File: config.mk
export PLATFORM = sky130hd
export DESIGN_NAME = seg_scan_driver_param
export DESIGN_NICKNAME = d
export VERILOG_FILES = /design/src/rtl/seg_scan_driver_param.sv
export SDC_FILE = /design/constraint.sdc
export NUM_CORES = 1
export LEC_CHECK = 0
export BUFFER_PORTS_ARGS = -buffer_cell sky130_fd_sc_hd__buf_2
export CORE_MARGIN = 2
export CORE_UTILIZATION = 45
export DETAILED_ROUTE_END_ITERATION = 7
export PLACE_DENSITY = 0.68
export SETUP_SLACK_MARGIN = 0.02
export SYNTH_ARGS = -nofsm -noshare
export SYNTH_HDL_FRONTEND = slang
export SYNTH_SLANG_ARGS = --single-unit
File: constraint.sdc
create_clock -name clk -period 2.6 [get_ports clk]
set_input_delay 0.78 -clock clk [delete_from_list [all_inputs] [get_ports clk]]
set_output_delay 0.78 -clock clk [all_outputs]
set_load 0.03 [all_outputs]
File: src/rtl/seg_scan_driver_param.sv
// Multiplexed N-digit seven-segment scan driver with frame-synchronous shadowing,
// leading-zero blanking and PWM brightness. Optional macro SEG_BLINK_EN adds per-digit blink.
module seg_scan_driver_param #(
    parameter int unsigned N_DIG          = 6,
    parameter int unsigned TIME_SCAN      = 50_000,
    parameter bit          SEL_ACTIVE_LOW = 1'b1,
    parameter bit          SEG_ACTIVE_LOW = 1'b1,
    parameter int unsigned BLINK_FRAMES   = 83
) (
    input  logic               clk,
    input  logic               rst,
    input  logic [4*N_DIG-1:0] din,
    input  logic [N_DIG-1:0]   dot_in,
    input  logic               blank_lz,
    input  logic [3:0]         bright,
`ifdef SEG_BLINK_EN
    input  logic [N_DIG-1:0]   blink_mask,
`endif
    output logic [N_DIG-1:0]   sel,
    output logic [7:0]         dig,
    output logic               frame_start
);

    localparam int unsigned     CNT_W     = $clog2(TIME_SCAN);
    localparam int unsigned     IDX_W     = $clog2(N_DIG);
    localparam logic [CNT_W-1:0] SCAN_LAST = CNT_W'(TIME_SCAN - 1);
    localparam logic [IDX_W-1:0] IDX_LAST  = IDX_W'(N_DIG - 1);
    localparam logic [7:0]       SEG_OFF   = {8{SEG_ACTIVE_LOW}};
    localparam logic [N_DIG-1:0] SEL_OFF   = {N_DIG{SEL_ACTIVE_LOW}};

    if (N_DIG < 2 || N_DIG > 8 || TIME_SCAN < 2 || BLINK_FRAMES < 1) begin : g_bad_param
        $error("seg_scan_driver_param: parameter out of range");
    end

    logic [CNT_W-1:0]   r_cnt_scan;
    logic [IDX_W-1:0]   r_idx;
    logic [3:0]         r_pwm_cnt;
    logic [4*N_DIG-1:0] r_din_sh;
    logic [N_DIG-1:0]   r_dot_sh;
    logic               r_blz_sh;

    logic               w_scan_wrap;
    logic               w_frame_wrap;
    logic [N_DIG-1:0]   w_lz;
    logic               w_zero_run;
    logic [N_DIG-1:0]   w_blink_vec;
    logic [3:0]         w_nib;
    logic               w_dot;
    logic               w_lz_hit;
    logic               w_blink_hit;
    logic [7:0]         w_seg_ah;
    logic [7:0]         w_dig_nxt;
    logic [N_DIG-1:0]   w_sel_nxt;

    // Active-high gfedcba pattern for a hex nibble.
    function automatic logic [6:0] f_decode(input logic [3:0] n);
        case (n)
            4'h0: f_decode = 7'h3F;
            4'h1: f_decode = 7'h06;
            4'h2: f_decode = 7'h5B;
            4'h3: f_decode = 7'h4F;
            4'h4: f_decode = 7'h66;
            4'h5: f_decode = 7'h6D;
            4'h6: f_decode = 7'h7D;
            4'h7: f_decode = 7'h07;
            4'h8: f_decode = 7'h7F;
            4'h9: f_decode = 7'h6F;
            4'hA: f_decode = 7'h77;
            4'hB: f_decode = 7'h7C;
            4'hC: f_decode = 7'h39;
            4'hD: f_decode = 7'h5E;
            4'hE: f_decode = 7'h79;
            default: f_decode = 7'h71;
        endcase
    endfunction

    assign w_scan_wrap  = (r_cnt_scan == SCAN_LAST);
    assign w_frame_wrap = w_scan_wrap && (r_idx == IDX_LAST);

    always_ff @(posedge clk) begin
        if (rst) begin
            r_cnt_scan <= '0;
            r_idx      <= '0;
            r_pwm_cnt  <= '0;
        end else begin
            r_pwm_cnt <= r_pwm_cnt + 4'd1;
            if (w_scan_wrap) begin
                r_cnt_scan <= '0;
                r_idx      <= w_frame_wrap ? '0 : r_idx + IDX_W'(1);
            end else begin
                r_cnt_scan <= r_cnt_scan + CNT_W'(1);
            end
        end
    end

    // Display data is only captured on the frame boundary so a frame never tears.
    always_ff @(posedge clk) begin
        if (rst) begin
            r_din_sh <= '0;
            r_dot_sh <= '0;
            r_blz_sh <= 1'b0;
        end else if (w_frame_wrap) begin
            r_din_sh <= din;
            r_dot_sh <= dot_in;
            r_blz_sh <= blank_lz;
        end
    end

`ifdef SEG_BLINK_EN
    localparam int unsigned FRM_W = (BLINK_FRAMES > 1) ? $clog2(BLINK_FRAMES) : 1;

    logic [N_DIG-1:0] r_blink_mask_sh;
    logic [FRM_W-1:0] r_frm_cnt;
    logic             r_blink_phase;

    always_ff @(posedge clk) begin
        if (rst) begin
            r_blink_mask_sh <= '0;
            r_frm_cnt       <= '0;
            r_blink_phase   <= 1'b0;
        end else if (w_frame_wrap) begin
            r_blink_mask_sh <= blink_mask;
            if (r_frm_cnt == FRM_W'(BLINK_FRAMES - 1)) begin
                r_frm_cnt     <= '0;
                r_blink_phase <= ~r_blink_phase;
            end else begin
                r_frm_cnt <= r_frm_cnt + FRM_W'(1);
            end
        end
    end

    assign w_blink_vec = r_blink_phase ? r_blink_mask_sh : '0;
`else
    assign w_blink_vec = '0;
`endif

    // A digit is blanked while it and every more-significant digit are zero.
    always_comb begin
        w_zero_run = 1'b1;
        w_lz       = '0;
        for (int i = N_DIG - 1; i >= 1; i--) begin
            w_zero_run = w_zero_run && (r_din_sh[4*i +: 4] == 4'h0);
            w_lz[i]    = r_blz_sh && w_zero_run;
        end
    end

    always_comb begin
        w_nib       = 4'h0;
        w_dot       = 1'b0;
        w_lz_hit    = 1'b0;
        w_blink_hit = 1'b0;
        for (int i = 0; i < N_DIG; i++) begin
            if (r_idx == IDX_W'(i)) begin
                w_nib       = r_din_sh[4*i +: 4];
                w_dot       = r_dot_sh[i];
                w_lz_hit    = w_lz[i];
                w_blink_hit = w_blink_vec[i];
            end
        end
    end

    always_comb begin
        w_seg_ah = {w_dot, (w_lz_hit ? 7'h00 : f_decode(w_nib))};
        if ((r_pwm_cnt > bright) || w_blink_hit) begin
            w_seg_ah = 8'h00;
        end
        w_dig_nxt = SEG_ACTIVE_LOW ? ~w_seg_ah : w_seg_ah;
        w_sel_nxt = N_DIG'(1) << r_idx;
        if (SEL_ACTIVE_LOW) begin
            w_sel_nxt = ~w_sel_nxt;
        end
    end

    // Select and segments share one register stage so they switch together.
    always_ff @(posedge clk) begin
        if (rst) begin
            sel         <= SEL_OFF;
            dig         <= SEG_OFF;
            frame_start <= 1'b0;
        end else begin
            sel         <= w_sel_nxt;
            dig         <= w_dig_nxt;
            frame_start <= w_frame_wrap;
        end
    end

endmodule

; ---- After elaboration in Yosys (flattened, before gate mapping)
; Memories as Yosys holds them, arrays and structs flattened.
; Index checks and enable logic that the tools add are counted.
[op_classes]
n_reduce_logical = 17
add_sub_neg = 3
mux = 20
shift = 1
n_eq_ne = 6
n_bitwise = 2
n_lt_le_gt_ge = 1
[ops]
columns = cell, n
row1 = 2-to-1 mux 4 bit, 6
row2 = zero test 4 bit, 5
row3 = "adder 16 x 1 -> 16 bit, second input constant", 1
row4 = "== test 16 bit, second input constant", 1
row5 = 2-to-1 mux 1 bit, 11
row6 = logical AND 1 bit, 10
row7 = 2-to-1 mux 8 bit, 1
row8 = inverter 8 bit, 1
row9 = 2-to-1 mux 7 bit, 1
row10 = "== test 3 x 2 -> 1 bit, second input constant", 2
row11 = "== test 3 bit, second input constant", 2
row12 = inverter 6 bit, 1
row13 = "left shift 1 x 3 -> 6 bit, first input constant", 1
row14 = "adder 4 x 1 -> 4 bit, second input constant", 1
row15 = greater-than comparator 4 bit, 1
row16 = "adder 3 x 1 -> 3 bit, second input constant", 1
row17 = "== test 3 x 1 -> 1 bit, second input constant", 1
row18 = zero test 3 bit, 1
row19 = 2-to-1 mux 3 bit, 1
row20 = OR reduction 2 bit, 1
[word_totals]
rom_bits = 112
out_inout_bits = 15
regBits = 69
inputBits = 37
elab_cells = 60
mem_count = 1
[memory_table]
columns = name, depth, word_bits, rd, rd_ports_with_merged_regs, wr, line_no
row1 = (no name shown), 16, 7, 1, 0, 0, 57  ; case (n)

; ---- Logic depth before layout (Yosys ltp)
; Gate-level depths: netlist of run 1.
[logic_depth]
depth_word = 14
ltp_mapped = 14
ltp_nobuf = 12

; ---- Worst setup path after synthesis of run 1
; No wires, ideal clock.
[synth_path]
path_kind = reg-to-reg
start = register r_idx[2]
end = register dig[0]
setup_slack_ns = -0.105
path_stages_with_launch = 12
synth_period_minus_slack_ns = 2.705
arrival_ns = 2.581
setup_ns = 0.124
required_ns = 2.476
cell_sequence = dfxtp_1 > buf_2 > inv_1 > ha_1 > clkbuf_1 > o311a_1 > a21oi_1 > inv_1 > ha_1 > a221o_1 > mux2i_1 > o21ai_1
[synth_between]
elab_chain_cells = 11
elab_cells_between_ends = 21
cone_classes = eq/ne (5) / mux (13) / bitwise (1) / reduce/logical (1) / memory (1)
[synth_rtl]
columns = element, line_no
row1 = "start, declared", 36  ; logic [IDX_W-1:0] r_idx;
row2 = "start signal, assigned", 89  ; r_idx <= w_frame_wrap ? '0 : r_idx + IDX_W'(1);
row3 = zero test 3 bit, 153  ; if (r_idx == IDX_W'(i)) begin
row4 = 2-to-1 mux 4 bit (6 in series), 153
row5 = memory (16 x 7 bit), n/a
row6 = 2-to-1 mux 7 bit *, 163  ; w_seg_ah = {w_dot, (w_lz_hit ? 7'h00 : f_decode(w_nib))};
row7 = 2-to-1 mux 8 bit *, 164  ; if ((r_pwm_cnt > bright) || w_blink_hit) begin
row8 = inverter 8 bit *, 167  ; w_dig_nxt = SEG_ACTIVE_LOW ? ~w_seg_ah : w_seg_ah;
row9 = "end signal, assigned", 182  ; dig <= w_dig_nxt;
row10 = "end, declared", 20  ; output logic [7:0] dig,
; Mark *: on every way between the ends. The rest lies on a longest branch, timed or not.
; A chain may end at the register's enable or synchronous reset.

; ---- Worst setup path after layout of run 1
[layout_path]
start = register r_idx[0]
end = register dig[0]
; The elaborated chain is that of the path after synthesis.

==> results.md, run 1 <==
* Syn_nets at 442
* Crit path depth at 10
* H-tree levels at 3
* Vias in the first global route at between 2000 and 3000
* Reg clk slew, reported paths at roughly 0.070 ns
* Fmax at 0.411 GHz
* Synth Flop Type: dfxtp_1
* Die area at 7920 um2
* Worst setup SP type: flip-flop
* Global-route wire length before repair at 12100 um
* Synth warn at 0
* Main combinational cell family by area after synthesis: simple AND/OR/NAND/NOR gates
* Number of hold buffers added after CTS at 0
* FF+latch count, synth at 69
* Tcrit/Tclk final at between 90% and 100%
* Antenna diode count at 0
* PortBufs at just over 50
* Max stage delay on crit path at 0.50 ns
* Final ANT Viol Nets at 0
* Slew Viols, Final at 0
* Fin. Hold Viols at 0
* Simple-gate share of the synthesized area at 24.8%
* WL/cell at 12.9 um
* Cells after Synth at 388
* # DRC at 0
* PD cells at 524 nW/um2
* Root buf cell: clkbuf_8
* Cell family with most CP delay: compound AO/OA/AOI/OAI gates
* Fillcell total at approximately 680
* Initial Utilization at 47.1%
* Skew-Pair Late Insertion Delay at 0.33 ns
* Area share of xor/xnor cells in the synthesized design at 3.77%
* Layout Nets at 500
* Core area at approximately 6900 um2
* Post-Layout Cell Count at 544
* Pin count of the biggest net entering global routing at 32
* Mapped Avg Cell Area at 8.38 um2
* GRT Util Overall at 19.7%
* Rel. slew slack at 62.1%
* Worst hold path class: flip-flop to flip-flop
* Ys async rst share at 0%
* Dpl hpwl at about 5200 um
* FF-to-FF End: dig[0]
* Compound-gate portion of the synthesized area at between 10 and 15%
* Critical path, cell by cell: inv_1 > ha_2 > nor2b_2 > a221oi_1 > or4_1 > a31o_4 > ha_1 > a221o_1 > mux2i_1 > o21ai_1
* Initial DRT Pass Iterations at 4
* I/O pin count at 52
* Outcome: complete, no violations
* Total gr overflow at 0
* Vert. Die Dim at 89.0 um
* Crit-path slowest cell: or4_1
* Clock sink count at 69
* RSZ-0062 raised after global routing: false
* Reg2reg start: r_idx[0]
* TNS Setup at 0 ns
* Min cycle time layout at 2.44 ns
* EDFF count, synth at 0
* Pre-CTS setup slack at 0.0323 ns
* Worst-margin pin slew at 0.568 ns
* Worst setup margin at 0.164 ns
* Mean number of vias per cell at 5.16
* Max cap viols at 0
* Synth Area in Adders at 6.54%
* Placement Rows at 30
* FF-to-FF path depth at 10
* Setup slack, reg-to-reg at around 0.16 ns
* Clock Skew at 0.00613 ns
* Vias at 2806
* TritonCTS clock tree: built
* Share of cells above drive strength 1 at 23.0%
* Total placed cells including tap cells at 531
* Initial antenna violation count at 0
* Crit path arrival time at 2.65 ns
* Chip width at a little under 90 um
* Final GP Congestion at 0.916
* Critical path peak fanout at 6
* Post-CTS Setup Bufs at 0
* Area delta synth->final at 19.2%
* CP startpoint: r_idx[0]
* Sequential share of the synthesized area at 42.5%
* Num CTS Buffers at 9
* Synthesized cell area at 3250 um2
* Worst setup path end: dig[0]
* Final hold slack at 0.449 ns
* Max VDD drop at between 0.4 and 0.5 mV
* CP bufs+invs at 1
* Library cells used by synthesis at 53
* Post-synthesis mux area share at 2.54%
* Final setup viols at 0
* Total chip power at between 2000 and 2500 uW
* Leakage at 0.00153 uW
* Routed Wire Length at 7030 um
* Crit Path Category: flip-flop to flip-flop
* Max clock buf depth at 2
* Initial drt markers at 112
* CP endpoint kind: flip-flop
* Worst path required time at between 2 and 3 ns
## sequential cells by signal (all words and copies together) (netlist names)
| register | count |
|---|---|
| frame_start | 1 |
| r_pwm_cnt | 4 |
| r_din_sh | 24 |
| r_cnt_scan | 16 |
| dig | 8 |
| r_idx | 3 |
| r_blz_sh | 1 |
| sel | 6 |
| r_dot_sh | 6 |
## where the power goes
group          internal [uW]  switching, uW  leakage [uW]  total [uW]
combinational           49.3           66.1      0.000872         115
clock                    478            352     0.0000971         830
sequential              1080           9.09      0.000561        1080
total                   1600            427       0.00153        2030
## synthesized netlist by cell type (6+ instances only)
| master | count | area [um2] |
|---|---|---|
| clkbuf_1 | 11 | 41.3 |
| nand2_1 | 86 | 323 |
| nand3_1 | 9 | 45.0 |
| buf_2 | 7 | 35.0 |
| dfxtp_1 | 69 | 1380 |
| a21oi_1 | 47 | 235 |
| xor2_1 | 10 | 87.6 |
| nor2_1 | 26 | 97.6 |
| inv_1 | 13 | 48.8 |
| nor2b_1 | 6 | 37.5 |
| ha_1 | 17 | 213 |
| mux2i_1 | 6 | 60.1 |
## area by class of cell
cell class | count | area (um2) | share of cell area, %
Clock buffer | 11 | 151 | 3.91
Clock inverter | 2 | 35.0 | 0.904
Inverter | 14 | 52.6 | 1.36
Multi-Input combinational cell | 284 | 1750 | 45.2
Sequential cell | 69 | 1380 | 35.7
Tap cell | 96 | 120 | 3.10
Timing Repair Buffer | 68 | 383 | 9.88
## cells in the final DEF, fill, tap and decap left out, drive strengths merged, types with 4 or more instances in the layout
cell type / Yosys / routed
a21oi: 47 / 47
buf: 10 / 68
clkbuf: 11 / 11
dfxtp: 69 / 69
ha: 17 / 17
inv: 14 / 14
mux2i: 6 / 6
nand2: 86 / 86
nand2b: 5 / 5
nand3: 10 / 10
nand3b: 4 / 4
nand4: 5 / 5
nor2: 27 / 27
nor2b: 6 / 6
nor3: 4 / 4
nor4: 4 / 4
o21ai: 6 / 6
xnor2: 4 / 4
xor2: 10 / 10
## per-stage QoR
| stage | util [%] | cell area [um2] |
|---|---|---|
| 2_1_floorplan | - | 3260 |
| 3_3_place_gp | 52.8 | 3650 |
| 3_5_place_dp | 52.8 | 3650 |
| 4_1_cts | 55.6 | 3840 |
| 5_1_grt | 56.1 | 3880 |
| 6_report | 56.1 | 3880 |
## timing repair
| action | in CTS | in global routing |
|---|---|---|
| gates resized for setup | 1 | 11 |
| setup endpoints to repair | 1 | 6 |
| pin swaps | 0 | 0 |
| gates cloned | 0 | 0 |
## worst reg2reg max path, cell delays in order, from the launching register on
cell	delay, ns
dfxtp_2	0.36
inv_1	0.09
ha_2	0.19
nor2b_2	0.15
a221oi_1	0.08
or4_1	0.50
a31o_4	0.27
ha_1	0.19
a221o_1	0.26
mux2i_1	0.15
o21ai_1	0.08
## routing by layer
metal / vias to the layer above / GRT usage [%] / wire (um) / share of wire [%]
met2: 46 / 31.3 / 3270 / 47
met5: - / 0 / 0 / 0
met4: 0 / 7.19 / 101 / 1.4
met1: 1305 / 25.5 / 3370 / 48
li1: 1447 / - / - / -
met3: 8 / 6.00 / 282 / 4.0
## cell families after synthesis
| kind of cell | after synthesis |
|---|---|
| AOI/OAI and AO/OA | 78 |
| adders and majority gates | 17 |
| and+or+nand+nor | 167 |
| DFF | 69 |
| buffers and inverters | 35 |
| muxes | 8 |
| xor gates and xnor gates | 14 |
## how the worst min path moves through the flow
stage                              from       endpoint  slack (ns)  cells after the start
after floorplan           r_cnt_scan[0]  r_cnt_scan[0]        0.43                      1
after detailed placement       r_blz_sh       r_blz_sh        0.44                      2
final                          r_blz_sh       r_blz_sh        0.45                      2
after CTS                      r_blz_sh       r_blz_sh        0.45                      2
after global routing           r_blz_sh       r_blz_sh        0.48                      2
after global placement    r_cnt_scan[0]  r_cnt_scan[0]        0.44                      1
Power figures use the tool's default switching activity.
==> run 2, diff against run 1 <==
--- a/config.mk
+++ b/config.mk
@@ -6,10 +6,12 @@
 export NUM_CORES = 1
 export LEC_CHECK = 0
 export BUFFER_PORTS_ARGS = -buffer_cell sky130_fd_sc_hd__buf_2
+export CAP_MARGIN = 20
 export CORE_MARGIN = 2
 export CORE_UTILIZATION = 45
+export CTS_CLUSTER_DIAMETER = 60
 export DETAILED_ROUTE_END_ITERATION = 7
-export PLACE_DENSITY = 0.68
+export PLACE_DENSITY = 0.66
 export SETUP_SLACK_MARGIN = 0.02
 export SYNTH_ARGS = -nofsm -noshare
 export SYNTH_HDL_FRONTEND = slang
==> results.md, run 2 (synthesized netlist as in run 1, its figures left out) <==
* I/O pin count at 52
* PD cells at between 400 and 500 nW/um2
* CP startpoint: r_idx[1]
* Final GP Congestion at 0.838
* Total gr overflow at 0
* Total placed cells including tap cells at approximately 530
* Cell family with most CP delay: compound AO/OA/AOI/OAI gates
* Crit path depth at 9
* PortBufs at 51
* Chip width at 89.0 um
* Initial DRT Pass Iterations at 4
* Dpl hpwl at 5110 um
* Vias at 2800
* Crit-path slowest cell: or4_1
* Vert. Die Dim at 89.0 um
* Total chip power at 1910 uW
* Worst hold path class: flip-flop to flip-flop
* TritonCTS clock tree: built
* Most flops, register: r_din_sh
* Placement Rows at 30
* Vias in the first global route at 2544
* Slew Viols, Final at 0
* Leakage at approximately 0.0015 uW
* WL/cell at about 13 um
* Layout Nets at 501
* CP endpoint kind: flip-flop
* Worst setup SP type: flip-flop
* Max cap viols at 0
* Worst-margin pin slew at approximately 0.56 ns
* Clock Skew at 0.00875 ns
* CP bufs+invs at 1
* Mean number of vias per cell at a little over 5
* TNS Setup at 0 ns
* Rel. slew slack at between 60% and 70%
* Commonest non-fill, non-tap cell in the layout: nand2_1
* Die area at 7920 um2
* Final ANT Viol Nets at 0
* Tcrit/Tclk final at 94.6%
* H-tree levels at 3
* FF-to-FF End: dig[0]
* Initial Utilization at between 40% and 50%
* Worst path most repeated cell: ha_1
* Clock sink count at 69
* # DRC at 0
* Initial antenna violation count at 0
* Hold Path Depth at 2
* Fin area at 3840 um2
* Regs by FF count: r_din_sh x24, r_cnt_scan x16, dig x8
* Post-Layout Cell Count at 548
* Num CTS Buffers at 9
* Critical path, cell by cell: buf_4 > ha_1 > ha_1 > or4_1 > a31o_2 > ha_1 > a221o_1 > mux2i_1 > o21ai_1
* Reg2reg start: r_idx[1]
* Crit Path Category: flip-flop to flip-flop
* Global-route wire length before repair at 11600 um
* Fmax at 0.406 GHz
* Number of hold buffers added after CTS at 0
* Outcome: complete, no violations
* FF-to-FF path depth at 9
* Pin count of the biggest net entering global routing at 32
* Final hold slack at 0.452 ns
* Max FFs per register at 24
* Initial drt markers at 152
* Post-DP Area at 3630 um2
* Root buf cell: clkbuf_8
* Antenna diode count at 0
* Highest-count cells in the layout ignoring fill and taps: nand2_1 (86), dfxtp_1 (69), buf_2 (51), a21oi_1 (46), nor2_1 (26)
* Share of cells above drive strength 1 at between 20% and 30%
* Worst path required time at 2.82 ns
* Worst setup path end: dig[0]
* Fin. Hold Viols at 0
* Setup slack, reg-to-reg at 0.14 ns
* Core area at 6910 um2
* Critical path peak fanout at 6
* Min cycle time layout at ~2.5 ns
* Final setup viols at 0
* Reg clk slew, reported paths at roughly 0.07 ns
* Max VDD drop at 0.350 mV
* Area delta synth->final at 18.2%
* Max stage delay on crit path at 0.52 ns
* Skew-Pair Late Insertion Delay at roughly 0.34 ns
* Routed Wire Length at 6940 um
* Max clock buf depth at 2
* Crit path arrival time at 2.68 ns
* GRT Util Overall at between 10% and 20%
[run 2: layer usage]
layer | vias to the layer above | wire (um) | global-route usage (%)
met2 | 51 | 3200 | 29.9
met3 | 10 | 294 | 6.46
met5 | - | 0 | 0
li1 | 1451 | - | -
met1 | 1288 | 3360 | 25.4
met4 | 0 | 74 | 4.48
[run 2: area by class of cell]
cell class                      instances  area [um2]
Clock buffer                           11         131
Inverter                               14        52.6
Fill cell                             700        3060
Clock inverter                          5        27.5
Timing Repair Buffer                   69         390
Multi-Input combinational cell        284        1740
Sequential cell                        69        1380
Tap cell                               96         120
[run 2: what timing repair did]
action / CTS / global route
resized for setup: 0 / 7
buffers inserted: 0 / 3
setup endpoints to repair: 0 / 4
[run 2: worst min-delay path by stage]
stage | slack (ns) | startpoint | to
2_1_floorplan | 0.43 | r_cnt_scan[0] | r_cnt_scan[0]
3_3_place_gp | 0.44 | r_dot_sh[5] | r_dot_sh[5]
3_5_place_dp | 0.44 | r_blz_sh | r_blz_sh
4_1_cts | 0.45 | r_blz_sh | r_blz_sh
5_1_grt | 0.47 | r_blz_sh | r_blz_sh
6_report | 0.45 | r_blz_sh | r_blz_sh
[run 2: metrics by stage]
stage / setup slack [ns] / utilization (%)
2_1_floorplan: 0.0535 / -
3_3_place_gp: 0.0242 / 52.6
3_5_place_dp: 0.0429 / 52.6
4_1_cts: 0.0682 / 54.9
5_1_grt: -0.0297 / 55.6
6_report: 0.140 / 55.6
[run 2: report_power, final]
part / total, uW / switching (uW) / internal [uW]
logic: 116 / 66.5 / 49.4
clock network: 711 / 372 / 339
registers: 1080 / 8.54 / 1080
total: 1910 / 447 / 1460
[run 2: worst register-to-register path, cell delays in order (launching register included)]
cell and delay [ns]:
dfxtp_1 0.31, buf_4 0.14, ha_1 0.18, ha_1 0.23, or4_1 0.52, a31o_2 0.27
ha_1 0.20, a221o_1 0.27, mux2i_1 0.15, o21ai_1 0.08
==> run 3, diff against run 2 <==
--- a/config.mk
+++ b/config.mk
@@ -11,7 +11,7 @@
 export CORE_UTILIZATION = 45
 export CTS_CLUSTER_DIAMETER = 60
 export DETAILED_ROUTE_END_ITERATION = 7
-export PLACE_DENSITY = 0.66
+export PLACE_DENSITY_LB_ADDON = 0.25
 export SETUP_SLACK_MARGIN = 0.02
 export SYNTH_ARGS = -nofsm -noshare
 export SYNTH_HDL_FRONTEND = slang
==> results.md, run 3 (synthesized netlist as in run 1, its figures left out) <==
* Outcome: complete, no violations
* Final ANT Viol Nets at 0
* Mean number of vias per cell at 5.13
* WL/cell at 12.9 um
* Total gr overflow at 0
* Most flops, register: r_din_sh
* Fillcell total at roughly 680
* Layout Nets at 499
* CP endpoint kind: flip-flop
* Min cycle time layout at 2.47 ns
* Post-DP Area at 3640 um2
* TritonCTS clock tree: built
* Crit-path slowest cell: or4_1
* Crit Path Category: flip-flop to flip-flop
* Placement Rows at 30
* Critical path peak fanout at 6
* Pin count of the biggest net entering global routing at 40
* Share of cells above drive strength 1 at between 20 and 25%
* Initial antenna violation count at 0
* Worst path required time at 2.83 ns
* Number of hold buffers added after CTS at 0
* Critical path, cell by cell: inv_1 > ha_2 > nor2b_2 > a221oi_1 > or4_1 > a31o_4 > ha_1 > a221o_1 > mux2i_1 > o21ai_1
* Clock Skew at 0.00833 ns
* Vias in the first global route at between 2000 and 3000
* Max cap viols at 0
* Final GP Congestion at 0.820
* I/O pin count at 52
* Worst setup SP type: flip-flop
* H-tree levels at 3
* PortBufs at 51
* Max VDD drop at 0.241 mV
* Tcrit/Tclk final at 94.9%
* Area delta synth->final at 19.1%
* Fin area at 3870 um2
* Global-route wire length before repair at between 10000 and 15000 um
* Vert. Die Dim at approximately 89 um
* PD cells at 533 nW/um2
* Reg clk slew, reported paths at 0.07 ns
* Fin. Hold Viols at 0
* Max clock buf depth at 2
* Final setup viols at 0
* RSZ-0062 raised after global routing: false
* Highest-count cells in the layout ignoring fill and taps: nand2_1 (86), dfxtp_1 (67), buf_2 (51), a21oi_1 (46), nor2_1 (26)
* Post-CTS Setup Bufs at 0
* Dpl hpwl at just over 5000 um
* Routed Wire Length at 7020 um
* Clock sink count at 69
* Die area at approximately 7900 um2
* Slew Viols, Final at 0
* Chip width at 89.0 um
* Max stage delay on crit path at 0.50 ns
* Max FFs per register at 24
* Antenna diode count at 0
* Worst-margin pin slew at 0.568 ns
* Core area at 6910 um2
* Post_cts resized at 1
* Initial drt markers at ~130
* GRT Util Overall at 18.9%
* Crit path arrival time at 2.69 ns
* Vias at around 2800
* Initial DRT Pass Iterations at 5
* Worst hold path class: flip-flop to flip-flop
* Final hold slack at 0.454 ns
* Commonest non-fill, non-tap cell in the layout: nand2_1
* # DRC at 0
* Fmax at about 0.4 GHz
* Root buf cell: clkbuf_8
* Initial Utilization at 47.1%
* Leakage at 0.00152 uW
* Total chip power at 2060 uW
* Num CTS Buffers at 9
* Regs by FF count: r_din_sh x24, r_cnt_scan x16, dig x8
* Rel. slew slack at 62.1%
* Skew-Pair Late Insertion Delay at 0.35 ns
-- run 3: final timing paths --
| check | startpoint | endpoint | slack [ns] | cells after the start |
|---|---|---|---|---|
| worst min-delay path | r_blz_sh | r_blz_sh | 0.45 | 2 |
| worst min register to register | r_blz_sh | r_blz_sh | 0.45 | 2 |
| worst max-delay path | r_idx[1] | dig[0] | 0.13 | 10 |
| worst max register to register | r_idx[1] | dig[0] | 0.13 | 10 |
-- run 3: routing by layer --
layer  global-route usage, %  part of all wire, %  up-vias
met5                       0                    0        -
met4                    8.96                  1.5        0
li1                        -                    -     1447
met3                    4.06                  5.7       13
met2                    28.6                   43       70
met1                    25.7                   49     1265
-- run 3: where the power goes --
part	internal (uW)	leakage [uW]	switching [uW]
registers	1080	0.000561	8.90
logic	49.1	0.000866	67.5
clock network	492	0.0000968	371
total	1620	0.00152	448
-- run 3: area by class of cell --
cell class                      instances  area (um2)  area share, %
Clock buffer                           14         163           4.20
Inverter                               14        52.6           1.36
Clock inverter                          1        30.0          0.775
Tap cell                               96         120           3.10
Multi-Input combinational cell        284        1750           45.1
Timing Repair Buffer                   67         375           9.69
Sequential cell                        69        1380           35.7
-- run 3: stage by stage --
stage	TNS (ns)	util (%)	worst slack, ns	std cells
after floorplan	0	-	0.0535	388
after global placement	0	52.7	0.0534	530
after detailed placement	-0.00597	52.7	-0.00597	530
after CTS	0	55.6	0.0225	545
after global routing	0	56.1	0.0330	545
final	0	56.1	0.133	545
-- run 3: worst max-delay path: cells and delay by family (launching register included) --
kind,cells,cell delay [ns]
AOI/OAI and AO/OA,4,0.70
and+or+nand+nor,2,0.66
adders and majority gates,2,0.41
DFF,1,0.34
muxes,1,0.16
buffers and inverters,1,0.09
